--- config.mk ---
export PLATFORM = sky130hd
export DESIGN_NAME = exception_ctrl
export DESIGN_NICKNAME = d
export VERILOG_FILES = /design/src/rtl/exception_ctrl.sv
export SDC_FILE = /design/constraint.sdc
export NUM_CORES = 1
export LEC_CHECK = 0
export BUFFER_PORTS_ARGS = -buffer_cell sky130_fd_sc_hd__buf_2
export CAP_MARGIN = 20
export CELL_PAD_IN_SITES_DETAIL_PLACEMENT = 1
export CELL_PAD_IN_SITES_GLOBAL_PLACEMENT = 2
export CORE_MARGIN = 5
export CORE_UTILIZATION = 26
export CTS_BUF_LIST = sky130_fd_sc_hd__clkbuf_8
export DETAILED_ROUTE_END_ITERATION = 10
export PLACE_DENSITY = 0.93
export RECOVER_POWER = 25
export SLEW_MARGIN = 40
export SYNTH_ARGS = -nofsm -noshare
export SYNTH_HDL_FRONTEND = slang
export SYNTH_SLANG_ARGS = --single-unit
export TNS_END_PERCENT = 5
--- constraint.sdc ---
create_clock -name clk -period 2.4 [get_ports clk]
set_input_delay 0 -clock clk [delete_from_list [all_inputs] [get_ports clk]]
set_output_delay 0 -clock clk [all_outputs]
set_load 0.03 [all_outputs]
--- src/rtl/exception_ctrl.sv ---
// Exception controller: picks the lowest-index unmasked request, vectors fetch, saves ELR/ERR/ESR, returns on ERET.
// Latency: take decision and vector are combinational; ELR/ERR/ESR, state and ExcAck update on the next edge.
// Backpressure: none; sources hold requests until ExcAck, and nothing is taken while a handler is running.
module exception_ctrl #(
    parameter int          N        = 64,
    parameter int          NSRC     = 4,
    parameter logic [N-1:0] VBASE   = N'(64'hD8),
    parameter bit          VECTORED = 1'b0
) (
    input  logic            clk,
    input  logic            reset,
    input  logic [NSRC-1:0] Exc,
    input  logic            ERet,
    input  logic [N-1:0]    NextPC_X,
    input  logic [N-1:0]    imem_addr_X,
    input  logic [N-1:0]    ALUBranch_X,
    input  logic [1:0]      EDataSel,
    input  logic            MaskWe,
    input  logic [NSRC-1:0] MaskWData,
    output logic            EProc_X,
    output logic [N-1:0]    EVAddr_X,
    output logic [N-1:0]    PCBranch_X,
    output logic [N-1:0]    readData_X,
    output logic            ExcAck,
    output logic            InHandler,
    output logic            ExcPending
);

    typedef enum logic {IDLE = 1'b0, HANDLER = 1'b1} state_t;

    state_t          state, state_nxt;
    logic [N-1:0]    elr, err;
    logic [3:0]      esr;
    logic [NSRC-1:0] mask;
    logic [NSRC-1:0] pend;
    logic [3:0]      winner;
    logic            take;
    logic            exc_ack;

    assign pend = Exc & ~mask;

    // Walk downward so the lowest set bit is the last assignment to stick.
    always_comb begin
        winner = 4'd0;
        for (int i = NSRC - 1; i >= 0; i--) begin
            if (pend[i]) winner = 4'(i);
        end
    end

    // Reset gates the take so nothing can be vectored while reset is held.
    assign take = (state == IDLE) && (|pend) && !reset;

    always_ff @(posedge clk) begin
        if (reset) state <= IDLE;
        else       state <= state_nxt;
    end

    always_comb begin
        state_nxt = state;
        case (state)
            IDLE:    if (take) state_nxt = HANDLER;
            HANDLER: if (ERet) state_nxt = IDLE;
            default: state_nxt = IDLE;
        endcase
    end

    always_comb begin
        EProc_X    = take;
        InHandler  = (state == HANDLER);
        ExcPending = (state == HANDLER) && (|pend);
        PCBranch_X = ((state == HANDLER) && ERet) ? elr : ALUBranch_X;
        if (VECTORED) EVAddr_X = VBASE + (N'(winner) << 7);
        else          EVAddr_X = VBASE;
    end

    always_comb begin
        case (EDataSel)
            2'b00:   readData_X = elr;
            2'b01:   readData_X = N'(esr);
            2'b10:   readData_X = err;
            default: readData_X = N'(mask);
        endcase
    end

    // The mask write lands on the same edge as a take, so the take above sees the old mask.
    always_ff @(posedge clk) begin
        if (reset) begin
            elr     <= '0;
            err     <= '0;
            esr     <= 4'd0;
            mask    <= '0;
            exc_ack <= 1'b0;
        end else begin
            if (take) begin
                elr <= NextPC_X;
                err <= imem_addr_X;
                esr <= winner + 4'd1;
            end
            if (MaskWe) mask <= MaskWData;
            exc_ack <= take;
        end
    end

    assign ExcAck = exc_ack;

endmodule
Word-level counts from Yosys, hierarchy flattened
Index checks and enable logic that the tools add are counted.

Add/subtract/negate cells: 1. Eq/ne operators: 2. Muxes and demuxes: 9. Bitwise operators: 3. Reductions and logical operators: 7.

Operators by type and width (count): $pmux 64 s3 (1); $mux 64 (1); $mux 2 (4); $add 4x1->4 const B (1); $and 4x4->4 (1); $logic_and 1x1->1 (4); $not 4->4 (1); $reduce_or 4->1 (1); $eq 2x1->1 const B (1); $eq 2x2->1 const B (1); $logic_not 2->1 (1); $mux 1 (2); $pmux 1 s2 (1); $logic_not 1->1 (1); $not 1->1 (1).

Output and inout bits: 196. Input port bits: 206. Bits in registers: 138.

Depth between registers and ports, before layout
Gate-level depths: netlist of the first run.

Depth in word-level cells: 7. Mapped depth: 7.

Worst setup path before layout of the first run
OpenSTA, ideal clock, no wires.

Kind: register to output. Start point: register state (netlist: InHandler). End point: output port PCBranch_X[10]. Arrival: 1451 ps. Data required time: 2400 ps. Setup slack: 949 ps. Cell stages (with the launch flop): 4. Cell sequence: dfxtp_1 nand2_1 buf_2 mux2_2.

Longest elaborated chain between the ends: 2.

RTL lines: start: declaration (RTL line 31) `state_t state, state_nxt;`; start signal: assignment (RTL line 55) `else state <= state_nxt;`; $logic_and 1x1->1 (RTL line 71) `PCBranch_X = ((state == HANDLER) && ERet) ? elr : ALUBranch_X;`; $mux 64 (RTL line 71); end: declaration (RTL line 22) `output logic [N-1:0] PCBranch_X,`.

Every way passes these cells.

Worst setup path in the final report of the first run
Start point: register state (netlist: InHandler). End point: output port PCBranch_X[5].

Same word-level chain as after synthesis.

==> out/metrics.cfg, run 1 <==
[run_status]
status=finished clean

[grt]
grt_pass1_vias=8206
grt_first_pass_wirelength_um=43600
grt.overflow.total=0
grt_use_total_pct=17.5
antenna_found_initial=4
grt_start_max_net_pins=139

[finish]
layout-drive-gt1-share_pct=29.7
fin_nets=1527
area_delta_synth_final_pct=48.8
final_area_um2=10500
finish.utilization_pct=39.2
finalNonFillerCells=1677

[worst_setup_path]
crit_path_start=InHandler$_SDFF_PP0_
rr_startpoint=mask[1]$_SDFFE_PP0P_
r2r_slack_ns=0.71
r2r-end=elr[52]$_SDFFE_PP0P_
endpoint_kind=output port
ff2ff_path_depth=5
critPathRequiredTime_ns=2.40
critical_path_arrival_ns=2.19
path_class=reg -> out
worstSetupEndpoint=PCBranch_X[5]
critPathMaxFanout=33
critPathLaunchType=flip-flop

[die]
initial_core_util_pct=26.4
die_area_um2=30700
fp.dieH_um=175
pin_count=402
die_x_um=175
placementRows=60
core_um2=26900

[clock_tree]
cts_tree=built
cts-root-buf=clkbuf_8
clk_latency_ns=0.43
clock_sinks=137
clk_path_buf_depth=2
clkSlewWorstSetupHoldPaths_ns=0.09
ctsResizeCount=0
h-tree-depth=4
numCtsBuffers=17

[yosys]
ys_types=26
synth_top_area_share_pct=38.7
avgSynthCellArea_um2=8.05
synthCells=881
yosysTopAreaCell=dfxtp_1
synth_area_leaders=dfxtp_1, nand2_1, mux2_2
yosys_warnings=0
syn_area_um2=7090
seq_area_frac_synth_pct=38.7
synth.ff_latch_count=137

[drt]
viasPerCell=4.48
firstDrtPassIters=4
avgRoutedWirePerCell_um=16.9
vias=7507
drt-total-wl_um=28300
remaining_drc_errors=0
drtAntennaViolNets=0
drtIter0Drc=287

[worst_hold_path]
min_from=Exc[3]
hold_path_class=in -> reg

[sta]
relSlewSlack_pct=24.5
fin_crit_ns=2.19
worst_pin_slew_ns=1.13
finClkSkew_ns=0.0137
hold_viol=0
rsz0062_at_grt=no
fin_tns_setup_ns=0
setup_viol=0
finalMaxSlewViolations=0
min_period_over_period_pct=91.1
layout_setup_ws_ns=0.214
fmax_mhz=457

[power_and_ir_drop]
seqPwrFrac_pct=39.8
combPwrFrac_pct=28.2
p_per_area_nw_per_um2=614
clockPowerShare_pct=32.0
peakVddDrop_uv=307
power.net_switching_mw=2.26
leakagePower_nw=4.87
switching_share_pct=34.9
intPower_mw=4.21

[placed_design]
gp_congestion=0.758
port_buffers=337
dp_cells=1504
place_hpwl_um=19000
place_ws_ns=0.669
placed_area_um2=8830

[flow_run]
cap_violations=0

metrics by stage:
stage          hold WS, ns  power, mW
2_1_floorplan       0.0948       3.82
6_report             0.114       6.47
3_3_place_gp         0.237       4.24
3_5_place_dp         0.246       4.28
5_1_grt              0.140       6.83
4_1_cts             0.0614       6.58
worst max-delay path, stage by stage (launching register included):
cell     delay, ns
dfxtp_1       0.56
nand2_4       0.37
buf_12        0.31
mux2_2        0.30
buf_2         0.18
placed cells by master, fill, tap and decap left out:
cell type	instances
a211oi_1	2
a21oi_1	131
a22oi_1	1
a41o_4	1
a41oi_4	1
and2_1	1
buf_12	8
buf_2	277
buf_4	4
bufinv_16	3
clkbuf_1	57
clkbuf_2	3
clkbuf_8	18
clkinv_2	2
clkinv_4	1
clkinvlp_4	3
conb_1	64
dfxtp_1	137
diode_2	4
dlygate4sd3_1	138
ha_1	1
inv_1	1
inv_6	4
mux2_2	64
mux2i_1	65
mux4_2	3
nand2_1	260
nand2_4	1
nand2b_1	1
nand2b_4	3
nand3_1	1
nand4_1	1
nor2_1	69
nor2b_1	3
o21ai_0	3
cells by family (layout without fill, tap and decap cells):
kind of cell	count (synthesis)	in the layout	synth area share (%)
AO/OA/AOI/OAI	139	139	10.2
buffers and inverters	130	519	11.9
multiplexers	132	132	20.3
flip-flops	137	137	38.7
adder cells (fa/ha/maj)	1	1	0.176
AND/OR/NAND/NOR	340	340	18.7
other	2	68	0.106
cell usage after synthesis:
cell / count
nand2_1: 261
dfxtp_1: 137
a21oi_1: 131
nor2_1: 69
buf_4: 68
mux2i_1: 65
mux2_2: 64
buf_2: 27
clkbuf_1: 24
buf_6: 9
mux4_2: 3
nand2b_4: 3
nor2b_1: 3
o21ai_0: 3
a211oi_1: 2
conb_1: 2
a22oi_1: 1
a41o_1: 1
a41oi_2: 1
and2_1: 1
buf_1: 1
ha_1: 1
inv_1: 1
nand2b_1: 1
nand3_1: 1
nand4_1: 1
layout make-up:
class,count,area (um^2)
antenna,4,10.0
clock inverter,13,166
inverter,1,3.75
clock buffer,18,248
sequential,137,2740
multi-input combinational,676,3760
tap,341,427
fill,3350,16300
timing repair buffer,487,3190
power groups by stage:
stage               logic [mW]  clock network [mW]  registers (mW)
finish                    1.82                2.07            2.58
CTS                       1.84                2.16            2.58
floorplan                 1.23                   0            2.59
detailed placement        1.64                   0            2.63
global route              1.97                2.26            2.60
global placement          1.62                   0            2.63
sequential cells by signal, summed over array words and instances (netlist names):
name,count
mask,4
ExcAck,1
elr,64
err,64
esr,3
InHandler,1
metal layers:
metal	vias to the layer above	share of wire [%]	global-route usage, %
li1	3647	-	-
met1	3574	40	18.9
met2	250	53	33.2
met3	36	5.4	3.81
met4	0	2.1	6.32
met5	-	0	0
how the worst min path moves through the flow:
stage,to,depth (start not counted),slack (ns)
6_report,InHandler$_SDFF_PP0_,5,0.11
3_5_place_dp,mask[0]$_SDFFE_PP0P_,3,0.25
5_1_grt,esr[0]$_SDFFE_PP0P_,5,0.14
2_1_floorplan,InHandler$_SDFF_PP0_,1,0.09
4_1_cts,InHandler$_SDFF_PP0_,5,0.06
3_3_place_gp,mask[3]$_SDFFE_PP0P_,3,0.24
what timing repair did:
item	4_1_cts	5_1_grt
buffers inserted	0	0
endpoints found under the setup margin	0	0
endpoints found under the hold margin	134	0
hold buffers	138	0
Note: power is estimated with default switching activity, not from simulation.
==> run 2: changes to the inputs <==
- ABC_CLOCK_PERIOD_IN_PS: not set -> 2400
- BUFFER_PORTS_ARGS: -buffer_cell sky130_fd_sc_hd__buf_2 -> -buffer_cell sky130_fd_sc_hd__buf_4
==> run 2 against run 1 <==
Die area is the same. Worst setup slack improved by 0.0045 ns. Clock skew is 0.00066 ns higher. Global-route usage is 0.40 points higher. Critical path depth did not move. Cell area grew 6.5%. Cell count is 0.18% lower. Core utilization increased by 2.5 points. Maximum frequency up 0.21%. Non-clock buffer count down 1. Hold slack worse by 0.012 ns. Clock-buffer cell count is 1 higher. Largest power group unchanged.
==> out/metrics.cfg, run 2 (same netlist as run 1, synthesis figures left out) <==
[run_status]
status=finished clean

[worst_setup_path]
r2r_slack_ns=0.63  ; -0.08 ns
path_class=reg -> out
critPathLaunchType=flip-flop
critPathRequiredTime_ns=2.40  ; about the same
ff2ff_path_depth=5  ; unchanged
critPathMaxFanout=33  ; unchanged
endpoint_kind=output port
critical_path_arrival_ns=2.18  ; about the same
rr_startpoint=mask[1]$_SDFFE_PP0P_
r2r-end=elr[34]$_SDFFE_PP0P_

[sta]
finClkSkew_ns=0.0144  ; +0.000659 ns
fin_crit_ns=2.18  ; -0.00453 ns
setup_viol=0  ; unchanged
relSlewSlack_pct=35.4  ; +11 points
fmax_mhz=458  ; +0.21%
hold_viol=0  ; unchanged
worst_pin_slew_ns=0.969  ; -0.163 ns
fin_tns_setup_ns=0  ; unchanged
min_period_over_period_pct=90.9  ; -0.19 points
rsz0062_at_grt=no
finalMaxSlewViolations=0  ; unchanged

[finish]
fin_nets=1526  ; -0.065%
area_delta_synth_final_pct=58.5
layout_commonest_cell=buf_4
layout-drive-gt1-share_pct=30.6  ; +0.90 points
mostFrequentLayoutCells=buf_4, nand2_1, dlygate4sd3_1
filler_cell_count=3246  ; -3.1%
largestRegisters=elr: 64 flops, err: 64 flops, mask: 4 flops

[grt]
grt_use_total_pct=17.9  ; +0.40 points
grt_start_max_net_pins=139  ; unchanged
grt.overflow.total=0  ; unchanged
antenna_found_initial=1  ; -3
grt_pass1_vias=8223  ; +0.21%
grt_first_pass_wirelength_um=44300  ; +1.6%

[clock_tree]
clock_sinks=137  ; unchanged
h-tree-depth=4  ; unchanged
cts-root-buf=clkbuf_8
clk_latency_ns=0.44  ; about the same
post-cts-setup-buffer-count=0  ; unchanged
clkSlewWorstSetupHoldPaths_ns=0.09  ; about the same
numCtsBuffers=17  ; unchanged
clk_path_buf_depth=2  ; unchanged
cts_tree=built

[die]
initial_core_util_pct=26.4  ; unchanged
fp.dieH_um=175  ; unchanged
pin_count=402  ; unchanged
placementRows=60  ; unchanged
die_area_um2=30700  ; unchanged
core_um2=26900  ; unchanged
die_x_um=175  ; unchanged

[power_and_ir_drop]
seqPwrFrac_pct=38.9  ; -0.9 points
switching_share_pct=35.1  ; +0.17 points
peakVddDrop_uv=242  ; -21%
intPower_mw=4.31  ; +2.3%
combPwrFrac_pct=29.9  ; +1.7 points
leakagePower_nw=5.14  ; +5.4%
clockPowerShare_pct=31.2  ; -0.8 points
p_per_area_nw_per_um2=591  ; -3.7%
fin_total_pwr_mw=6.64  ; +2.5%
power.net_switching_mw=2.33  ; +3.0%

[placed_design]
port_buffers=337  ; unchanged
gp_congestion=0.782  ; +3.2%
place_hpwl_um=19300  ; +1.8%

[drt]
viasPerCell=4.52  ; +0.95%
firstDrtPassIters=4  ; unchanged
vias=7565  ; +0.77%
drtIter0Drc=315  ; +9.8%
drtAntennaViolNets=0  ; unchanged
drt-total-wl_um=29000  ; +2.4%
remaining_drc_errors=0  ; unchanged
avgRoutedWirePerCell_um=17.3  ; +2.6%

[worst_hold_path]
hold_end=esr[0]$_SDFFE_PP0P_
min_from=Exc[2]
hold_path_class=in -> reg
hold_path_depth=5  ; unchanged

[flow_run]
cap_violations=0  ; unchanged

run 2: layout make-up:
type / instances / area [um^2] / area share [%]
inverter: 1 / 3.75 / 0.0334
clock buffer: 19 / 262 / 2.33
multi-input combinational: 676 / 3760 / 33.5
timing repair buffer: 486 / 3870 / 34.5
antenna: 1 / 2.50 / 0.0223
sequential: 137 / 2740 / 24.4
clock inverter: 13 / 159 / 1.41
tap: 341 / 427 / 3.80
run 2: routing by layer:
metal  track usage, %  routed length (um)
met5                0                   0
met4             5.66                 646
met3             4.05                1520
met2             33.6               15200
met1             19.9               11600
run 2: worst max path at each step:
stage	slack, ns	cells past startpoint	from	end
floorplan	0.95	3	InHandler$_SDFF_PP0_	PCBranch_X[10]
CTS	0.15	4	InHandler$_SDFF_PP0_	PCBranch_X[16]
global route	0.05	5	EDataSel[1]	readData_X[63]
finish	0.22	4	InHandler$_SDFF_PP0_	PCBranch_X[16]
global placement	0.70	5	mask[1]$_SDFFE_PP0P_	elr[33]$_SDFFE_PP0P_
detailed placement	0.65	4	InHandler$_SDFF_PP0_	PCBranch_X[16]
run 2: what timing repair did:
action                                 in CTS  in global routing
hold buffers                              138                  0
endpoints found under the hold margin     134                  0
gates resized for setup                     0                  0
run 2: stage by stage:
stage	hold WS, ns	utilization (%)	cell area (um^2)	setup WS [ns]	std cells
3_3_place_gp	0.236	35.9	9650	0.703	1503
2_1_floorplan	0.0948	-	7320	0.949	943
5_1_grt	0.110	41.8	11200	0.0485	1674
6_report	0.103	41.8	11200	0.218	1674
3_5_place_dp	0.247	35.9	9650	0.648	1503
4_1_cts	0.0571	42.6	11500	0.147	1673
run 2: power groups by stage:
| stage | Combinational [mW] | Clock [mW] | Sequential [mW] |
|---|---|---|---|
| 2_1_floorplan | 1.23 | 0 | 2.59 |
| 3_5_place_dp | 1.82 | 0 | 2.63 |
| 6_report | 1.99 | 2.07 | 2.58 |
| 3_3_place_gp | 1.79 | 0 | 2.63 |
| 4_1_cts | 2.02 | 2.15 | 2.58 |
| 5_1_grt | 2.13 | 2.26 | 2.60 |
run 2: worst max-delay path: stages, from the launching register on:
cell and delay [ns]:
dfxtp_1 0.58, nand2_4 0.36, buf_12 0.32, mux2_2 0.30
buf_4 0.18
==> run 3: changes to the inputs <==
- ABC_CLOCK_PERIOD_IN_PS: 2400 -> 2800
- clock period: 2.4 -> 2.8 ns (I/O delays scaled with it)
==> run 3 against run 2 <==
Clock power fell by 18%. Critical path depth rose by 1. Total power fell by 16%. Clock-buffer cell count fell by 2. Hold slack improved by 0.015 ns. Wire length rose by 1.8%. Largest power group unchanged. Clock skew barely moved. Non-clock buffer count fell by 4. First-iteration DRC count fell by 15%. Via count fell by 0.75%. Global-route usage rose by 0.34 points. Critical endpoint is now readData_X[42]. Largest cell class unchanged.
==> out/metrics.cfg, run 3 (same netlist as run 1, synthesis figures left out) <==
[finish]
fin_nets=1522  ; -0.26%
diodes=0  ; -1
area_delta_synth_final_pct=57.0
finalNonFillerCells=1669  ; -0.30%
mostFrequentLayoutCells=buf_4, nand2_1, dlygate4sd3_1
largestRegisters=elr: 64 flops, err: 64 flops, mask: 4 flops
layout_commonest_cell=buf_4
finish.utilization_pct=41.4  ; -0.38 points
layout-drive-gt1-share_pct=29.8  ; -0.81 points

[clock_tree]
clk_latency_ns=0.44  ; about the same
h-tree-depth=4  ; unchanged
clock_sinks=137  ; unchanged
numCtsBuffers=17  ; unchanged
ctsResizeCount=0  ; unchanged
cts_tree=built
clk_path_buf_depth=2  ; unchanged
clkSlewWorstSetupHoldPaths_ns=0.10  ; about the same
post-cts-setup-buffer-count=0  ; unchanged
cts-root-buf=clkbuf_8
holdBufCountCts=138  ; unchanged

[sta]
relSlewSlack_pct=17.4  ; -18 points
fin_crit_ns=2.39
finalMaxSlewViolations=0  ; unchanged
fmax_mhz=418
setup_viol=0  ; unchanged
rsz0062_at_grt=no
min_period_over_period_pct=85.4
worst_pin_slew_ns=1.24  ; +0.270 ns
hold_viol=0  ; unchanged
fin_tns_setup_ns=0  ; unchanged
finClkSkew_ns=0.0141  ; -0.000202 ns

[grt]
grt_use_total_pct=18.2  ; +0.34 points
grt_start_max_net_pins=139  ; unchanged
grt_first_pass_wirelength_um=45400  ; +2.6%
antenna_found_initial=0  ; -1
grt.overflow.total=0  ; unchanged
grt_pass1_vias=8366  ; +1.7%

[worst_setup_path]
critPathLaunchType=input port
critical_path_arrival_ns=2.39  ; +0.21 ns
ff2ff_path_depth=4  ; -1
r2r-end=err[19]$_SDFFE_PP0P_
path_class=in -> out
critPathMaxFanout=32  ; -3.0%
rr_startpoint=InHandler$_SDFF_PP0_
endpoint_kind=output port
r2r_slack_ns=0.95  ; +0.32 ns
critPathRequiredTime_ns=2.80  ; +0.40 ns

[placed_design]
port_buffers=337  ; unchanged
place_hpwl_um=19100  ; -1.3%
dp_cells=1499  ; -0.27%
gp_congestion=0.752  ; -3.8%

[power_and_ir_drop]
p_per_area_nw_per_um2=502  ; -15%
peakVddDrop_uv=204  ; -16%
leakagePower_nw=5.05  ; -1.6%

[die]
die_area_um2=30700  ; unchanged
die_x_um=175  ; unchanged
placementRows=60  ; unchanged
core_um2=26900  ; unchanged
fp.dieH_um=175  ; unchanged
initial_core_util_pct=26.4  ; unchanged
pin_count=402  ; unchanged

[drt]
drtIter0Drc=269  ; -15%
firstDrtPassIters=5  ; +1
drt-total-wl_um=29500  ; +1.8%
viasPerCell=4.50  ; -0.46%
remaining_drc_errors=0  ; unchanged
vias=7508  ; -0.75%
drtAntennaViolNets=0  ; unchanged
avgRoutedWirePerCell_um=17.7  ; +2.1%

[run_status]
status=finished clean

[worst_hold_path]
hold_path_depth=5  ; unchanged
hold_path_class=in -> reg
hold_end=esr[0]$_SDFFE_PP0P_
min_from=Exc[2]

[flow_run]
cap_violations=0  ; unchanged

==> run 3: routing by layer <==
layer / GRT usage [%] / vias up / routed length [um]
met3: 3.76 / 31 / 1490
met4: 5.34 / 0 / 546
met1: 20.5 / 3582 / 11800
met2: 34.5 / 263 / 15600
met5: 0 / - / 0
li1: - / 3632 / -
==> run 3: worst max-delay path by stage <==
| stage | to | depth (start not counted) | from |
|---|---|---|---|
| 3_5_place_dp | elr[21]$_SDFFE_PP0P_ | 5 | mask[0]$_SDFFE_PP0P_ |
| 2_1_floorplan | PCBranch_X[10] | 3 | InHandler$_SDFF_PP0_ |
| 3_3_place_gp | PCBranch_X[37] | 3 | InHandler$_SDFF_PP0_ |
| 6_report | readData_X[42] | 5 | EDataSel[1] |
| 4_1_cts | PCBranch_X[37] | 3 | InHandler$_SDFF_PP0_ |
| 5_1_grt | readData_X[52] | 5 | EDataSel[1] |
==> run 3: worst max-delay path, stage by stage <==
cell	delay (ns)
clkbuf_2	0.88
clkbuf_2	0.83
mux2i_1	0.17
nor2_1	0.14
clkbuf_1	0.34
==> run 3: cell type report <==
| class | count | area [um^2] |
|---|---|---|
| clock buffer | 17 | 234 |
| fill | 3238 | 15700 |
| sequential | 137 | 2740 |
| tap | 341 | 427 |
| inverter | 1 | 3.75 |
| timing repair buffer | 482 | 3800 |
| multi-input combinational | 676 | 3770 |
| clock inverter | 15 | 153 |
==> run 3: stage by stage <==
stage | setup slack [ns] | hold slack [ns] | power (mW) | area, um^2
after global placement | 0.945 | 0.216 | 3.77 | 9570
final | 0.409 | 0.118 | 5.59 | 11100
after detailed placement | 0.991 | 0.247 | 3.81 | 9580
after global routing | 0.247 | 0.104 | 5.88 | 11100
after floorplan | 1.35 | 0.0948 | 3.27 | 7320
after CTS | 0.550 | 0.0840 | 5.69 | 11300
==> run 3: power breakdown <==
group	switching (mW)	internal [mW]
Sequential	0.110	2.10
Combinational	0.981	0.708
Clock	0.947	0.740
